$ cat config.mk
export PLATFORM = sky130hd
export DESIGN_NAME = oled_video_ssd1331
export DESIGN_NICKNAME = d
export VERILOG_FILES = /design/src/rtl/oled_video_ssd1331.sv
export SDC_FILE = /design/constraint.sdc
export NUM_CORES = 1
export LEC_CHECK = 0
export BUFFER_PORTS_ARGS = -buffer_cell sky130_fd_sc_hd__clkbuf_2
export CELL_PAD_IN_SITES_DETAIL_PLACEMENT = 1
export CELL_PAD_IN_SITES_GLOBAL_PLACEMENT = 1
export CORE_MARGIN = 2
export CORE_UTILIZATION = 36
export DETAILED_ROUTE_END_ITERATION = 6
export PLACE_DENSITY = 0.71
export SLEW_MARGIN = 20
export SYNTH_ARGS = -nofsm -noshare
export SYNTH_HDL_FRONTEND = slang
export SYNTH_SLANG_ARGS = --single-unit
export TNS_END_PERCENT = 10
$ cat constraint.sdc
create_clock -name clk -period 1.7 [get_ports clk]
set_input_delay 0.17 -clock clk [delete_from_list [all_inputs] [get_ports clk]]
set_output_delay 0.17 -clock clk [all_outputs]
set_load 0.05 [all_outputs]
$ cat src/rtl/oled_video_ssd1331.sv
// oled_video_ssd1331: SPI master for the SSD1331 OLED: panel reset, init command bytes, then an endless pixel stream.
// Init bytes come from C_init_data (byte 0 in bits [7:0]), the packed image of C_init_file.
module oled_video_ssd1331 #(
    parameter              C_init_file  = "oled_init.mem",
    parameter int          C_init_size  = 44,
    parameter logic [8*C_init_size-1:0] C_init_data = '0,
    parameter int          C_reset_clks = 1024,
    parameter int          C_x_size     = 96,
    parameter int          C_y_size     = 64,
    parameter int          C_x_bits     = 7,
    parameter int          C_y_bits     = 6,
    parameter int          C_color_bits = 8
) (
    input  logic                    clk,
    input  logic                    rst_n,
    input  logic [C_color_bits-1:0] color,
    output logic [C_x_bits-1:0]     x,
    output logic [C_y_bits-1:0]     y,
    output logic                    next_pixel,
    output logic                    spi_csn,
    output logic                    spi_clk,
    output logic                    spi_mosi,
    output logic                    spi_dc,
    output logic                    spi_resn
);
    localparam int RW = $clog2(C_reset_clks + 1);
    localparam int AW = $clog2(C_init_size + 1);
    localparam int BW = $clog2(C_color_bits);
    localparam logic [RW-1:0]       CNT_LAST = RW'(C_reset_clks - 1);
    localparam logic [BW-1:0]       BIT_PX   = BW'(C_color_bits - 1);
    localparam logic [BW-1:0]       BIT_CMD  = BW'(7);
    localparam logic [C_x_bits-1:0] X_LAST   = C_x_bits'(C_x_size - 1);
    localparam logic [C_y_bits-1:0] Y_LAST   = C_y_bits'(C_y_size - 1);

    if (C_color_bits != 8 && C_color_bits != 16) begin : g_bad_color
        $error("C_color_bits must be 8 or 16");
    end
    if (C_init_size < 1) begin : g_bad_init
        $error("%s: C_init_size must be >= 1", C_init_file);
    end

    typedef enum logic [1:0] {RST_LOW, RST_WAIT, INIT, DATA} state_t;

    state_t                  state_q;
    logic [RW-1:0]           cnt_q;
    logic [AW-1:0]           rom_addr_q;
    logic [7:0]              rom_data_q;
    logic [BW-1:0]           bit_q;
    logic                    phase_q;
    logic [C_color_bits-1:0] shift_q;
    logic [C_x_bits-1:0]     x_q;
    logic [C_y_bits-1:0]     y_q;
    logic                    next_pixel_q;
    logic                    csn_q;
    logic                    dc_q;
    logic                    resn_q;

    logic [7:0]              rom_rd;
    logic [BW-1:0]           bit_last;
    logic                    last_byte;
    logic [C_color_bits-1:0] cmd_word;
    logic [C_x_bits-1:0]     x_d;
    logic [C_y_bits-1:0]     y_d;

    always_comb begin
        rom_rd = '0;
        for (int i = 0; i < C_init_size; i++)
            rom_rd = (rom_addr_q == AW'(i)) ? C_init_data[8*i +: 8] : rom_rd;
    end

    always_comb begin
        bit_last  = (state_q == DATA) ? BIT_PX : BIT_CMD;
        last_byte = rom_addr_q == AW'(C_init_size);
        cmd_word  = C_color_bits'(rom_data_q) << (C_color_bits - 8);
        x_d       = (x_q == X_LAST) ? '0 : x_q + 1'b1;
        y_d       = (x_q == X_LAST) ? ((y_q == Y_LAST) ? '0 : y_q + 1'b1) : y_q;
    end

    // rom_addr_q always points at the next byte to send, so rom_data_q is ready before it is needed
    always_ff @(posedge clk or negedge rst_n) begin
        if (!rst_n) begin
            state_q      <= RST_LOW;
            cnt_q        <= '0;
            rom_addr_q   <= '0;
            rom_data_q   <= '0;
            bit_q        <= '0;
            phase_q      <= 1'b0;
            shift_q      <= '0;
            x_q          <= '0;
            y_q          <= '0;
            next_pixel_q <= 1'b0;
            csn_q        <= 1'b1;
            dc_q         <= 1'b0;
            resn_q       <= 1'b0;
        end else begin
            rom_data_q   <= rom_rd;
            next_pixel_q <= 1'b0;
            case (state_q)
                RST_LOW: begin
                    cnt_q <= (cnt_q == CNT_LAST) ? '0 : cnt_q + 1'b1;
                    if (cnt_q == CNT_LAST) begin
                        resn_q  <= 1'b1;
                        state_q <= RST_WAIT;
                    end
                end
                RST_WAIT: begin
                    cnt_q <= (cnt_q == CNT_LAST) ? '0 : cnt_q + 1'b1;
                    if (cnt_q == CNT_LAST) begin
                        csn_q      <= 1'b0;
                        shift_q    <= cmd_word;
                        rom_addr_q <= rom_addr_q + 1'b1;
                        state_q    <= INIT;
                    end
                end
                INIT, DATA: begin
                    phase_q <= ~phase_q;
                    if (!phase_q) begin
                        next_pixel_q <= (bit_q == bit_last) && (state_q == DATA || last_byte);
                    end else if (next_pixel_q) begin
                        // the strobe cycle: take the pixel colour and step to the next coordinate
                        shift_q <= color;
                        bit_q   <= '0;
                        dc_q    <= 1'b1;
                        x_q     <= x_d;
                        y_q     <= y_d;
                        state_q <= DATA;
                    end else if (bit_q == bit_last) begin
                        shift_q    <= cmd_word;
                        bit_q      <= '0;
                        rom_addr_q <= rom_addr_q + 1'b1;
                    end else begin
                        shift_q <= shift_q << 1;
                        bit_q   <= bit_q + 1'b1;
                    end
                end
                default: state_q <= RST_LOW;
            endcase
        end
    end

    assign x          = x_q;
    assign y          = y_q;
    assign next_pixel = next_pixel_q;
    assign spi_csn    = csn_q;
    assign spi_clk    = phase_q;
    assign spi_mosi   = shift_q[C_color_bits-1];
    assign spi_dc     = dc_q;
    assign spi_resn   = resn_q;
endmodule
# Word-level counts from Yosys, hierarchy flattened
# Index checks and enable logic that the tools add are counted.
op_classes:
  muxes: 22
  bitwise_logic: 1
  reduce_logical: 14
  addsub: 5
  eq_ne: 14
ops:
  columns: ["cell", "count"]
  rows:
  - ["$mux 8", 4]
  - ["$mux 6", 5]
  - ["$pmux 8 s2", 1]
  - ["$add 6x1->6 const B", 2]
  - ["$eq 6x6->1 const B", 2]
  - ["$ne 2x2->1 const B", 6]
  - ["$pmux 6 s2", 1]
  - ["$add 11x1->11 const B", 1]
  - ["$eq 11x10->1 const B", 1]
  - ["$mux 11", 1]
  - ["$mux 2", 4]
  - ["$reduce_and 4->1", 2]
  - ["$add 7x1->7 const B", 1]
  - ["$eq 7x7->1 const B", 1]
  - ["$mux 7", 1]
  - ["$mux 3", 2]
  - ["$pmux 2 s3", 1]
  - ["$reduce_and 2->1", 3]
  - ["$reduce_and 3->1", 2]
  - ["$reduce_and 5->1", 1]
  - ["$eq 2x2->1 const B", 2]
  - ["$reduce_or 2->1", 2]
  - ["$add 3x1->3 const B", 1]
  - ["$eq 3x3->1 const B", 1]
  - ["7 further kinds", 8]
word_totals:
  elab_cells: 68
  out_inout_bits: 19
  in_bits: 10
  regBits: 48

# Depth between registers and ports, before layout
depth:
  ltp_word: 5
  depth_mapped: 6

# Worst setup path before layout
# No wires, ideal clock.
synth_timing:
  path_kind: "reg-to-reg"
  from: "register next_pixel_q (netlist: next_pixel)"
  to: "register rom_addr_q[1]"
  period_less_slack_ps: 1785
  n_path_buf: 0
  setup_ps: 125
  required_ps: 1575
  path_stages_with_launch: 5
  slack_ps: -85
  arrival_ps: 1660
  path_cell_list: "dfrtp_1 nand2b_4 a2111oi_4 nor2_2 mux2_4"
synth_between:
  elab_chain_cells: 2
synth_lines:
  columns: ["item", "line_no", "text"]
  rows:
  - ["start: declaration", "53", "logic next_pixel_q;"]
  - ["start signal: assignment", "118", "next_pixel_q <= (bit_q == bit_last) && (state_q == DATA || last_byte);"]
  - ["$ne 2x2->1 (no source line)", null, null]
  - ["$reduce_and 5->1 (no source line)", null, null]
  - ["end signal: assignment", "111", "rom_addr_q <= rom_addr_q + 1'b1;"]
  - ["end signal: assignment", "130", "rom_addr_q <= rom_addr_q + 1'b1;"]
  - ["end: declaration", "46", "logic [AW-1:0] rom_addr_q;"]
# Every way passes these cells.
# A chain may end at the register's enable or synchronous reset.

# Worst setup path in the final report
layout_timing:
  from: "register bit_q[0]"
  to: "register rom_addr_q[1]"
layout_between:
  elab_chain_cells: 3
layout_lines:
  columns: ["item", "line_no", "text"]
  rows:
  - ["start: declaration", "48", "logic [BW-1:0] bit_q;"]
  - ["start signal: assignment", "133", "bit_q <= bit_q + 1'b1;"]
  - ["$eq 3x3->1", "127", "end else if (bit_q == bit_last) begin"]
  - ["$ne 2x2->1 (no source line)", null, null]
  - ["$reduce_and 5->1 (no source line)", null, null]
# Every way passes these cells.

==> metrics.md <==
| Metric | Value |
|---|---|
| Run status | complete, but fails checks |
| Failing checks | negative setup slack |
| VDD IR max | 0.330 mV |
| Worst slew pin tran | 0.513 ns |
| Worst Path Max Fanout | 5 |
| Starting Density | between 30 and 40% |
| FMAX | between 0.5 and 0.6 GHz |
| Leak | 1.43 nW |
| # diodes | 0 |
| Via count | roughly 1800 |
| Final HPWL DP | 3.63 mm |
| Largest cells by area after synthesis | dfrtp_1 (50%), xnor2_1 (4.9%), nand2_1 (4.0%) |
| Placed Area | roughly 2700 sq um |
| CTS root buf | clkbuf_8 |
| Clock power share | a little over a third |
| Total wire length | 5.12 mm |
| First-pass GRT wire length | about 8.7 mm |
| Port buffer count | 28 |
| Power density over the cells | between 600 and 700 nW/um^2 |
| Post-Syn Area | 2340 sq um |
| Startpoint types | flip-flop |
| EDFF count, synth | 0 |
| GRT Util Overall | between 15 and 20% |
| Dpl cells | approximately 330 |
| Die ar. | between 7000 and 8000 sq um |
| Global-route met1 utilization | 19.3% |
| Design Area, Final | roughly 2900 sq um |
| Final Skew | roughly 0.013 ns |
| Worst hold path type | in2reg |
| Final instance count without filler cells | between 300 and 400 |
| Post-synth net total | approximately 230 |
| Total Power | 1.84 mW |
| Chip Width | ~85 um |
| Footprint of the multi-input gates | 1160 sq um |
| Post-synthesis sequential area ratio | around half |
| Top cell type's share of synthesized area | roughly half |
| Post-synth ARST share | 100% |
| Initial DRC count | 95 |
| Vias per inst | 5.15 |
| Met2 Use GR | approximately a quarter |
| Flop2flop setup slack | -0.03 ns |
| Final setup fails | 1 |
| H-tree levels | 2 |
| Comb power frac | under 10% |
| Most used DFF post-synth | dfrtp_1 |
| WP buf/inv | 1 |
| Seq pwr share | about three fifths |
| Post-layout util | between 40 and 50% |
| DP Worst Slack | -0.118 ns |
| Total congestion overflow | 0 |
| CTS tree | built |
| Yosys warns | 0 |
| Synth area leader | dfrtp_1 |
| Layout cells sized above 1 | 32.5% |
| # fillers | between 700 and 800 |
| Worst Setup End Kind | flip-flop |
| Largest net degree at the start of global routing | 32 |
| Slowest cell on the critical path | dfrtp_1 |
| Setup TNS Final | -0.0281 ns |
| Clk_lat worst skew | roughly 0.30 ns |
| Clock buffer depth | 2 |
| GR Util met3 | 3.34% |
| Slowest stage delay, CP | ~0.38 ns |
| # IOs | 29 |
| Slew margin rel. | approximately 66% |
| Synth Instances | 210 |
| Vias in the first global route | about 1900 |
| Total of max-cap violations | 0 |
| Antenna-violating nets left | 0 |
| Routability Congestion | about 0.75 |
| Drc violations | 0 |
| Sw Share | 21.7% |
| Clock net sink count | between 40 and 50 |
| CP cell instances | ha_2, ha_4, nand2b_4, a2111oi_4, buf_4, nor2_4, mux2_4 |
| Switch Pwr | roughly 0.40 mW |
| Routed len/inst | between 10 and 15 um |
| Die H | 84.7 um |
| Antenna violations before repair | 0 |
| Number of library cell types mapped by synthesis | 45 |
| Area delta synth->final | 25.3% |
| Layout Nets | around 280 |
| Flip-flop and latch area | ~1200 sq um |
| Avg Inst Size Synth | about 11 sq um |
| Kind of critical path | reg2reg |
| Final Slew Violations | 0 |
| #FFs+latches synth | between 40 and 50 |
| Critical path required time | 1.89 ns |
| Num CTS Buffers | 5 |
| Crit path time final | 1.73 ns |
| RSZ-0062 raised after global routing | true |
| Area of the core | approximately 6300 sq um |
| Hold WS | roughly 0.26 ns |
| Largest delay contributor family on the critical path | flip-flops |
| First-pass DRT Iterations | 4 |
| Tcrit/Tclk final | 102% |
| Row count | 29 |
| Internal power | approximately 1.4 mW |
| Top Usage Layer GRT | met2 |
| Final worst slack | -0.0281 ns |
| Worst-path clk slew | around 0.09 ns |
| Worst Path Arrival | roughly 1.9 ns |
| Number of failing hold endpoints at the final stage | 0 |
final timing paths:
| check | depth (start not counted) | start | endpoint |
|---|---|---|---|
| setup / recovery | 7 | bit_q[0] | rom_addr_q[1] |
| hold / removal | 4 | color[2] | shift_q[2] |
| setup reg to reg | 7 | bit_q[0] | rom_addr_q[1] |
| hold reg to reg | 1 | spi_resn | spi_resn |
| max in group asynchronous | 3 | rst_n | spi_csn |
| min in group asynchronous | 2 | rst_n | y[4] |
power groups by stage:
stage	Sequential [mW]	Combinational (mW)	Clock, mW
2_1_floorplan	1.16	0.000384	0
3_3_place_gp	1.16	0.0397	0
3_5_place_dp	1.16	0.0403	0
4_1_cts	1.14	0.0421	0.688
5_1_grt	1.14	0.0452	0.738
6_report	1.14	0.0393	0.664
final cells by class:
class,instances,area share [%]
Timing Repair Buffer,54,12.5
Clock inverter,1,0.171
Clock buffer,7,2.60
Tap cell,77,3.28
Sequential cell,48,41.2
Inverter,7,0.896
Multi-Input combinational cell,151,39.4
registers in the layout, summed over array words and instances, names as in the netlist:
signal      cells
cnt_q          11
shift_q         8
x               7
rom_addr_q      6
y               6
bit_q           3
state_q         2
next_pixel      1
spi_clk         1
spi_csn         1
spi_dc          1
spi_resn        1
kinds of logic (layout without fill, tap and decap cells):
group / after synthesis / count (layout) / synth area share, %
flops: 48 / 48 / 51.3
compound gates: 32 / 32 / 10.4
simple gates: 79 / 79 / 18.8
xor+xnor: 17 / 17 / 6.36
buf+inv: 11 / 69 / 1.87
fa+ha+maj: 7 / 7 / 3.74
mux: 16 / 16 / 7.48
cell usage after synthesis (2+ instances only):
cell type / n
ha_1: 7
nand2_1: 25
buf_2: 2
o21ai_0: 10
dfrtp_1: 47
o31ai_1: 2
and3_1: 6
nand4_1: 2
inv_1: 7
nand3_1: 8
nor3_1: 6
xor2_1: 4
a21oi_1: 2
o211ai_1: 2
nor4_1: 2
o2111ai_1: 2
nand4b_4: 2
mux2i_1: 7
nor2_1: 14
mux2_2: 8
a21boi_0: 2
a21o_1: 4
nand2b_1: 5
xnor2_1: 13
routing by layer:
| layer | share of wire (%) | vias up |
|---|---|---|
| met5 | 0 | - |
| met4 | 0.68 | 0 |
| met3 | 2.9 | 4 |
| met2 | 50 | 32 |
| met1 | 46 | 893 |
| li1 | - | 848 |
placed cells by master, fill, tap and decap left out, types with 3 or more instances in the layout:
master / instances
a21o_1: 4
and3_1: 6
buf_4: 22
clkbuf_2: 28
clkbuf_8: 5
dfrtp_1: 43
dfrtp_2: 4
ha_1: 4
inv_1: 7
mux2_2: 3
mux2_4: 6
mux2i_1: 7
nand2_1: 25
nand2b_1: 5
nand3_1: 8
nor2_1: 13
nor3_1: 6
o21ai_0: 10
xnor2_1: 13
xor2_1: 4
timing repair:
| item | CTS | global route |
|---|---|---|
| pin swaps | 5 | 2 |
| hold buffers | 1 | 0 |
| endpoints found under the setup margin | 14 | 16 |
| setup buffers | 2 | 1 |
| resized for setup | 7 | 7 |
| endpoints found under the hold margin | 17 | 0 |
worst reg2reg max path, stage by stage (launching register included):
cell,delay [ns]
dfrtp_1,0.38
ha_2,0.21
ha_4,0.15
nand2b_4,0.06
a2111oi_4,0.28
buf_4,0.20
nor2_4,0.04
mux2_4,0.30
Note: power is estimated with default switching activity, not from simulation.
